**config.mk**
```make
export PLATFORM = sky130hd
export DESIGN_NAME = fcs_append
export DESIGN_NICKNAME = d
export VERILOG_FILES = /design/src/rtl/eth_pkg.sv /design/src/rtl/crc32_d8.sv /design/src/rtl/fcs_append.sv
export SDC_FILE = /design/constraint.sdc
export NUM_CORES = 1
export LEC_CHECK = 0
export ABC_AREA = 1
export ABC_CLOCK_PERIOD_IN_PS = 1780
export CORE_MARGIN = 5
export CORE_UTILIZATION = 53
export CTS_CLUSTER_SIZE = 30
export DETAILED_ROUTE_END_ITERATION = 10
export PLACE_DENSITY_LB_ADDON = 0.15
export RECOVER_POWER = 25
export SLEW_MARGIN = 20
export SYNTH_ARGS = -nofsm -noshare
export SYNTH_HDL_FRONTEND = slang
export SYNTH_SLANG_ARGS = --single-unit
```
**constraint.sdc**
```tcl
create_clock -name clk -period 1.78 [get_ports clk]
set_input_delay 0.356 -clock clk [delete_from_list [all_inputs] [get_ports clk]]
set_output_delay 0.356 -clock clk [all_outputs]
set_load 0.02 [all_outputs]
```
**src/rtl/eth_pkg.sv**
```systemverilog
// Shared Ethernet TX/RX definitions: FSM state encoding, CRC-32 constants and
// the FCS byte selector. State StPad exists only when ETH_TX_PAD_EN is defined.
package eth_pkg;

    localparam logic [31:0] CRC32_POLY_REFL = 32'hEDB88320;
    localparam logic [31:0] CRC32_INIT      = 32'hFFFFFFFF;
    localparam int unsigned ETH_MIN_PAYLOAD = 60;
    localparam int unsigned FCS_BYTES       = 4;

    typedef enum logic [2:0] {
        StIdle    = 3'd0,
        StPayload = 3'd1,
`ifdef ETH_TX_PAD_EN
        StPad     = 3'd2,
`endif
        StFcs     = 3'd3,
        StIfg     = 3'd4
    } state_t;

    // FCS byte idx (0 = first on the wire); a corrupt frame sends the raw register
    function automatic logic [7:0] fcs_byte(input logic [31:0] crc, input logic [1:0] idx,
                                            input logic corrupt);
        logic [31:0] v;
        v = corrupt ? crc : ~crc;
        v = v >> {idx, 3'b000};
        return v[7:0];
    endfunction

endpackage

```
**src/rtl/crc32_d8.sv**
```systemverilog
// Byte-wide reflected CRC-32 next-state (LSB of data first). Purely combinational
// so the receive path can reuse it.
module crc32_d8
    import eth_pkg::*;
(
    input  logic [31:0] crc_in,
    input  logic [7:0]  data_in,
    output logic [31:0] crc_out
);

    // Eight serial shift/xor steps unrolled into one cycle
    always_comb begin
        logic [31:0] c;
        c = crc_in ^ {24'h000000, data_in};
        for (int i = 0; i < 8; i++) begin
            c = c[0] ? ((c >> 1) ^ CRC32_POLY_REFL) : (c >> 1);
        end
        crc_out = c;
    end

endmodule

```
**src/rtl/fcs_append.sv**
```systemverilog
// Ethernet TX framer: streams payload from a FWFT FIFO, optionally pads to the
// minimum payload size (macro ETH_TX_PAD_EN), appends the CRC-32 FCS and
// enforces the inter-frame gap. An underrun sends a deliberately bad FCS.
module fcs_append
    import eth_pkg::*;
#(
    parameter int unsigned IFG_CYCLES = 12
) (
    input  logic       clk,
    input  logic       reset,
    input  logic [7:0] fifo_data,
    input  logic       fifo_eof,
    input  logic       fifo_empty,
    output logic       fifo_rd_en,
    output logic [7:0] tx_data,
    output logic       tx_ctrl,
    output logic       tx_done,
    output logic       tx_underrun,
    output logic       busy
);

    state_t      state;
    logic [31:0] crc;
    logic [10:0] count;
    logic        corrupt;
    logic [1:0]  fcs_idx;
    logic [15:0] ifg_cnt;

    logic [31:0] crc_base;
    logic [7:0]  crc_byte;
    logic [31:0] crc_next;
    logic [10:0] count_next;
    state_t      eof_state;

    // Pop the head byte whenever a payload-consuming state sees data
    always_comb begin
        fifo_rd_en = 1'b0;
        if (!reset && !fifo_empty && (state == StIdle || state == StPayload)) begin
            fifo_rd_en = 1'b1;
        end
    end

    // CRC and counter inputs; a pop in IDLE always starts from the preset value
    always_comb begin
        crc_base = (state == StIdle) ? CRC32_INIT : crc;
        crc_byte = (state == StIdle || state == StPayload) ? fifo_data : 8'h00;
        if (state == StIdle) begin
            count_next = 11'd1;
        end else if (count == 11'h7FF) begin
            count_next = count;
        end else begin
            count_next = count + 11'd1;
        end
`ifdef ETH_TX_PAD_EN
        eof_state = (count_next < 11'(ETH_MIN_PAYLOAD)) ? StPad : StFcs;
`else
        eof_state = StFcs;
`endif
    end

    crc32_d8 u_crc (
        .crc_in  (crc_base),
        .data_in (crc_byte),
        .crc_out (crc_next)
    );

    assign busy = (state != StIdle);

    // Framing FSM with registered transmit outputs
    always_ff @(posedge clk or posedge reset) begin
        if (reset) begin
            state       <= StIdle;
            crc         <= CRC32_INIT;
            count       <= '0;
            corrupt     <= 1'b0;
            fcs_idx     <= '0;
            ifg_cnt     <= '0;
            tx_data     <= 8'h00;
            tx_ctrl     <= 1'b0;
            tx_done     <= 1'b0;
            tx_underrun <= 1'b0;
        end else begin
            tx_data     <= 8'h00;
            tx_ctrl     <= 1'b0;
            tx_done     <= 1'b0;
            tx_underrun <= 1'b0;
            unique case (state)
                StIdle: begin
                    crc     <= CRC32_INIT;
                    count   <= '0;
                    corrupt <= 1'b0;
                    fcs_idx <= '0;
                    ifg_cnt <= '0;
                    if (!fifo_empty) begin
                        tx_data <= fifo_data;
                        tx_ctrl <= 1'b1;
                        crc     <= crc_next;
                        count   <= count_next;
                        state   <= fifo_eof ? eof_state : StPayload;
                    end
                end
                StPayload: begin
                    if (!fifo_empty) begin
                        tx_data <= fifo_data;
                        tx_ctrl <= 1'b1;
                        crc     <= crc_next;
                        count   <= count_next;
                        if (fifo_eof) state <= eof_state;
                    end else begin
                        // Starved mid-frame: finish with a poisoned FCS
                        tx_underrun <= 1'b1;
                        corrupt     <= 1'b1;
                        state       <= StFcs;
                    end
                end
`ifdef ETH_TX_PAD_EN
                StPad: begin
                    tx_ctrl <= 1'b1;
                    crc     <= crc_next;
                    count   <= count_next;
                    if (count_next >= 11'(ETH_MIN_PAYLOAD)) state <= StFcs;
                end
`endif
                StFcs: begin
                    tx_data <= fcs_byte(crc, fcs_idx, corrupt);
                    tx_ctrl <= 1'b1;
                    fcs_idx <= fcs_idx + 2'd1;
                    if (fcs_idx == 2'(FCS_BYTES - 1)) begin
                        tx_done <= 1'b1;
                        state   <= StIfg;
                    end
                end
                StIfg: begin
                    ifg_cnt <= ifg_cnt + 16'd1;
                    if (ifg_cnt == 16'(IFG_CYCLES - 1)) state <= StIdle;
                end
                default: state <= StIdle;
            endcase
        end
    end

endmodule

```
# Word level (Yosys, flattened, before mapping)
# Cells that the tools add are included.
# classes
n_addsub,2
n_eq_ne,11
shift,1
muxes,34
n_bitwise,10
reduce_logical,14
# op_table
operator,n
32-bit two-way mux,12
13-bit inverter with 14-bit output,8
32-bit case mux with 2 select lines,1
32-bit inverter,1
16-bit case mux with 2 select lines,1
32-bit by 5-bit right shift with 8-bit output,1
32-bit by 8-bit XOR with 32-bit output,1
"16-bit by 1-bit adder with 16-bit output, second input constant",1
"16-bit by 4-bit == test with 1-bit output, second input constant",1
8-bit two-way mux,2
8-bit case mux with 2 select lines,1
3-bit two-way mux,5
3-bit case mux with 4 select lines,1
"2-bit inequality test, second input constant",5
1-bit two-way mux,7
2-bit nonzero test,3
1-bit case mux with 2 select lines,2
2-bit case mux with 2 select lines,1
2-bit AND reduction,2
4-bit AND reduction,1
"3-bit by 1-bit == test with 1-bit output, second input constant",1
"3-bit by 2-bit == test with 1-bit output, second input constant",1
"3-bit == test, second input constant",1
3-bit logical NOT,1
other kinds (9),11
# word_totals
reg_bits,65
input_bits,12
out_inout_bits,13
elab_cells,81

# Logic depth before layout (Yosys ltp)
# Gate-level depths: netlist (run 1).
# depth
depth_word,22
mapped_depth,17
mapped_depth_nobuf,15

# By module
# Synthesis (run 1) repeated with hierarchy kept, for this count alone.
# unflattened
hier_cells,710
area_unflattened_um2,5013.6
# by_module_without_submodules
mod,n_inst,cells_each,area_each_um2,seq_area_each_um2
fcs_append,1,501,3788.6,1666.6
crc32_d8,1,209,1224.9,0.0

# Least setup slack after synthesis (run 1)
# Ideal clock, no wire load.
# synth_path
kind,reg2out
startpoint,register state[2]
endpoint,output fifo_rd_en
t_arrival_ns,1.522
required_ns,1.424
setup_slack_ns,-0.098
path_stages_with_launch,7
path_buffers,1
path_cell_list,dfrtp_1 > inv_1 > nand2_1 > nor2_1 > inv_1 > buf_2 > nor2_1
# synth_between
elab_chain_len,4
elab_cells_between_ends,5
cone_classes,eq/ne: 1; mux: 1; reduce/logical: 3
# synth_rtl
element,line_no,source
from (decl),fcs_append.sv:22,state_t state;
from (signal assigned),fcs_append.sv:72,state <= StIdle;
from (signal assigned),fcs_append.sv:99,state <= fifo_eof ? eof_state : StPayload;
from (signal assigned),fcs_append.sv:108,if (fifo_eof) state <= eof_state;
3-bit by 1-bit == test with 1-bit output or 3-bit logical NOT (tied branches),fcs_append.sv:38,if (!reset && !fifo_empty && (state == StIdle || state == StPayload)) begin
1-bit logical OR *,fcs_append.sv:38,
1-bit logical AND *,fcs_append.sv:38,
1-bit two-way mux *,fcs_append.sv:38,
to (decl),fcs_append.sv:14,"output logic fifo_rd_en,"
# Every way passes the cells marked *; elsewhere a longest branch is shown, timed or not.

# Final worst setup path (run 1)
# layout_path
startpoint,register state[1]
endpoint,register crc[19]
# layout_between
elab_chain_len,19
elab_cells_between_ends,27
cone_classes,eq/ne: 2; mux: 13; bitwise: 8; reduce/logical: 4
# layout_rtl
element,line_no,source
3-bit by 1-bit == test with 1-bit output or 3-bit logical NOT (tied branches),"fcs_append.sv:46, fcs_append.sv:87, fcs_append.sv:45",
1-bit logical OR or 32-bit two-way mux (tied branches),"fcs_append.sv:46, fcs_append.sv:45",
8-bit two-way mux or 32-bit by 8-bit XOR with 32-bit output (tied branches),"fcs_append.sv:46, crc32_d8.sv:14",
32-bit by 8-bit XOR with 32-bit output or 13-bit inverter with 14-bit output (tied branches),-,
32-bit two-way mux (2 in a row),crc32_d8.sv:16,c = c[0] ? ((c >> 1) ^ CRC32_POLY_REFL) : (c >> 1);
13-bit inverter with 14-bit output (no source line),-,
32-bit two-way mux,crc32_d8.sv:16,
13-bit inverter with 14-bit output (no source line),-,
32-bit two-way mux (2 in a row),crc32_d8.sv:16,
13-bit inverter with 14-bit output (no source line),-,
32-bit two-way mux,crc32_d8.sv:16,
13-bit inverter with 14-bit output (no source line),-,
32-bit two-way mux,crc32_d8.sv:16,
13-bit inverter with 14-bit output (no source line),-,
32-bit two-way mux,crc32_d8.sv:16,
32-bit two-way mux (on tied branches),"fcs_append.sv:103, fcs_append.sv:94",
32-bit case mux with 2 select lines,fcs_append.sv:87,unique case (state)
to (signal assigned),fcs_append.sv:97,crc <= crc_next;
to (signal assigned),fcs_append.sv:106,crc <= crc_next;
to (decl),fcs_append.sv:23,logic [31:0] crc;
# Several ways; a longest one is shown, not always the timed one. The select of a mux whose other input is x is not followed.
# A chain may end at the register's enable or synchronous reset.

==> results.toml, run 1 <==
[run_status]
status = "complete, but fails checks"
violations = "negative setup slack"

[power_and_ir_drop]
peakVddDrop_mv = 1.28
power.density_nw_per_um2 = 2380
p_leak_uw = 0.00320

[global_routing]
grt_usage_pct = 27.6
grt_pass1_wl_um = 24300
first_global_vias = 4756
grt_start_max_net_pins = 66
antenna_found_initial = 0
grt-ovfl-total = 0

[synth]
syn_nets = 653
ys_seq_area_share_pct = 35.7
synth_top_area_cell = "dfstp_2"
synth_warnings = 0
synth_seq_cells = 65
syn_inst = 639
synth_cell_types = 47
syn-cell-area_sq_um = 4660
netlist.area_leader.share_pct = 18.0
synth.avg_cell_area_sq_um = 7.30
ys_top_cells_by_area = "dfstp_2, dfrtp_1, nand2_1"

[job]
cap_violations = 0

[placed_design]
numPortBuffers = 24
preCtsSetupSlack_ns = -0.358
placed_area_sq_um = 5500
dp_hpwl_um = 9620
place.gp.congestion = 0.924

[floorplan]
die_w_um = 104
coreArea_sq_um = 8640
placementRows = 34
die_h_um = 104
die_area_sq_um = 10800
start_util_pct = 54.0
io-pin-count = 25

[sta]
period_minus_slack_ns = 2.09
finalHoldViolations = 0
timing.fmax_mhz = 478
worst_slack_ns = -0.311
setup_tns_ns = -8.31
rsz0062_at_grt = "true"
maxSlewViolCount = 0
setup_viol = 40
tightest_slew_ns = 0.901
hold_slack_ns = 0.467
post-route-period-util_pct = 117
fin_skew_ns = 0.0137
slew_headroom_pct = 40.0

[worst_hold_path]
hold_path.class = "reg -> reg"

[worst_setup_path]
endpoint = "crc[19]"
crit_type = "reg -> reg"
r2r_cells = 14
path_max_fanout = 6
required_ns = 2.07
crit_start = "state[1]"
rrSetupSlack_ns = -0.31
start_kind = "flop"
timing.rr.start = "state[1]"
arrival_ns = 2.39
r2r_end = "crc[19]"
end_kind = "flop"

[clocking]
cts_sinks = 65
cts_tree = "built"
hold_buffers = 0
cts_buffers = 9
clockRootBuffer = "clkbuf_8"
insertion_delay_ns = 0.36
clk_pin_slew_worst_paths_ns = 0.09
cts_max_level = 3
clk_path_buf_depth = 2

[detailed_routing]
wl_per_cell_um = 18.0
wirelength_um = 15700
drc = 0
first_iter_violations = 492
first_pass_iters = 5
vias = 5070
antenna_left = 0
via_per_inst = 5.79

[finish]
areaGrowthSynthToFinish_pct = 45.0
fillers = 563
n_antenna_cell = 0
stdcell_area_sq_um = 6760
layout-drive-gt1-share_pct = 41.0
finalNetCount = 777
## through the flow
stage	total power, uW	cells	utilization [%]
2_1_floorplan	8470	639	-
3_3_place_gp	11200	821	63.6
3_5_place_dp	11400	821	63.6
4_1_cts	15000	868	75.0
5_1_grt	16900	876	78.3
6_report	16100	876	78.3
## final cells by class
class | instances | area [sq um] | area share, %
Clock inverter | 6 | 91.3 | 1.35
Clock buffer | 10 | 138 | 2.04
Timing Repair Buffer | 133 | 1260 | 18.6
Multi-Input combinational cell | 475 | 3150 | 46.6
Sequential cell | 65 | 1670 | 24.7
Tap cell | 108 | 135 | 2.00
Inverter | 79 | 319 | 4.72
## repair_timing
action,in CTS,in global routing
gates resized for setup,126,63
endpoints found under the setup margin,36,45
buffers inserted,27,10
cloned,4,0
hold endpoints to repair,0,0
pin swaps,55,36
## layer usage
metal / wire [um] / track usage (%)
met5: 0 / 0
met2: 7190 / 42.9
met3: 1380 / 3.92
met4: 752 / 12.4
met1: 6420 / 38.4
## critical path: stages (launching register included)
cell     delay [ns]
dfrtp_2        0.47
nor2_4         0.21
buf_6          0.15
buf_4          0.11
nand4_1        0.13
nand2_4        0.19
nand2_1        0.09
nand2_2        0.10
nor2_1         0.06
nor2_2         0.17
inv_1          0.06
nand2_1        0.07
nand3_1        0.08
nand2_1        0.09
inv_1          0.04
## sequential cells by signal (all words and copies together), names as in the netlist
| signal | flops |
|---|---|
| corrupt | 1 |
| crc | 32 |
| fcs_idx | 2 |
| ifg_cnt | 16 |
| state | 3 |
| tx_ctrl | 1 |
| tx_data | 8 |
| tx_done | 1 |
| tx_underrun | 1 |
## cell usage in the layout (no fill, tap or decap), types with 5 or more instances in the layout
cell type and n:
nand2_1 122, buf_4 74, inv_1 67, nor2_1 46, nand2_2 39, o21ai_0 37
nand2_4 32, dfstp_2 32, dfrtp_1 31, nand3_1 29, a21oi_1 28, buf_6 28
clkdlybuf4s50_1 21, nand3_2 15, o211ai_1 13, o22ai_1 11, o21ai_1 11, clkbuf_8 10
nor2_4 8, nand2_8 8, nand4_1 8, xor2_2 8, xor2_1 8, nor2_2 7
nor3_1 6, inv_2 5, nor3_2 5
## synthesized netlist by cell type (all sizes together)
library cell / instances
o32ai: 2
xor2: 20
or2: 4
inv: 78
a21oi: 32
nor3: 11
nand3: 46
buf: 12
nand2: 200
xnor2: 5
nor4: 2
nand4: 8
ha: 2
dfstp: 32
nor2: 61
a31oi: 2
clkinv: 1
nor3b: 1
a221oi: 1
o22ai: 11
a22o: 1
o31ai: 1
o211ai: 13
o21ai: 49
dfrtp: 33
clkbuf: 9
o21a: 2
## cells by family (layout without fill, tap and decap cells)
group,after synthesis,in the layout,share of synthesized area (%)
buffers and inverters,100,228,9.04
AND/OR/NAND/NOR,333,334,33.9
adder cells (fa/ha/maj),2,2,0.537
flip-flops,65,65,35.7
AO/OA/AOI/OAI,114,114,13.9
XOR/XNOR,25,25,6.87
## power by group
part           internal (uW)  total (uW)  switching, uW  leakage (uW)
Clock                    828        1470            637      0.000105
Sequential              2230        2600            380      0.000776
Combinational           4990       12000           7010       0.00232
Total                   8040       16100           8030       0.00320
## worst min path at each step
stage / depth (start not counted) / slack, ns / endpoint / from
floorplan: 1 / 0.44 / ifg_cnt[15] / ifg_cnt[15]
global placement: 1 / 0.46 / ifg_cnt[15] / ifg_cnt[15]
detailed placement: 1 / 0.47 / ifg_cnt[15] / ifg_cnt[15]
CTS: 1 / 0.48 / ifg_cnt[15] / ifg_cnt[15]
global route: 2 / 0.51 / crc[20] / crc[20]
finish: 1 / 0.47 / ifg_cnt[15] / ifg_cnt[15]
(Power assumes the default switching activity.)
==> run 2, diff against run 1 <==
--- a/config.mk
+++ b/config.mk
@@ -7,13 +7,13 @@
 export LEC_CHECK = 0
 export ABC_AREA = 1
 export ABC_CLOCK_PERIOD_IN_PS = 1780
+export CAP_MARGIN = 15
 export CORE_MARGIN = 5
 export CORE_UTILIZATION = 53
 export CTS_CLUSTER_SIZE = 30
 export DETAILED_ROUTE_END_ITERATION = 10
 export PLACE_DENSITY_LB_ADDON = 0.15
 export RECOVER_POWER = 25
-export SLEW_MARGIN = 20
 export SYNTH_ARGS = -nofsm -noshare
 export SYNTH_HDL_FRONTEND = slang
 export SYNTH_SLANG_ARGS = --single-unit
==> results of run 2 <==
Same layout as run 1: the final DEF is identical, and so are final timing and power.
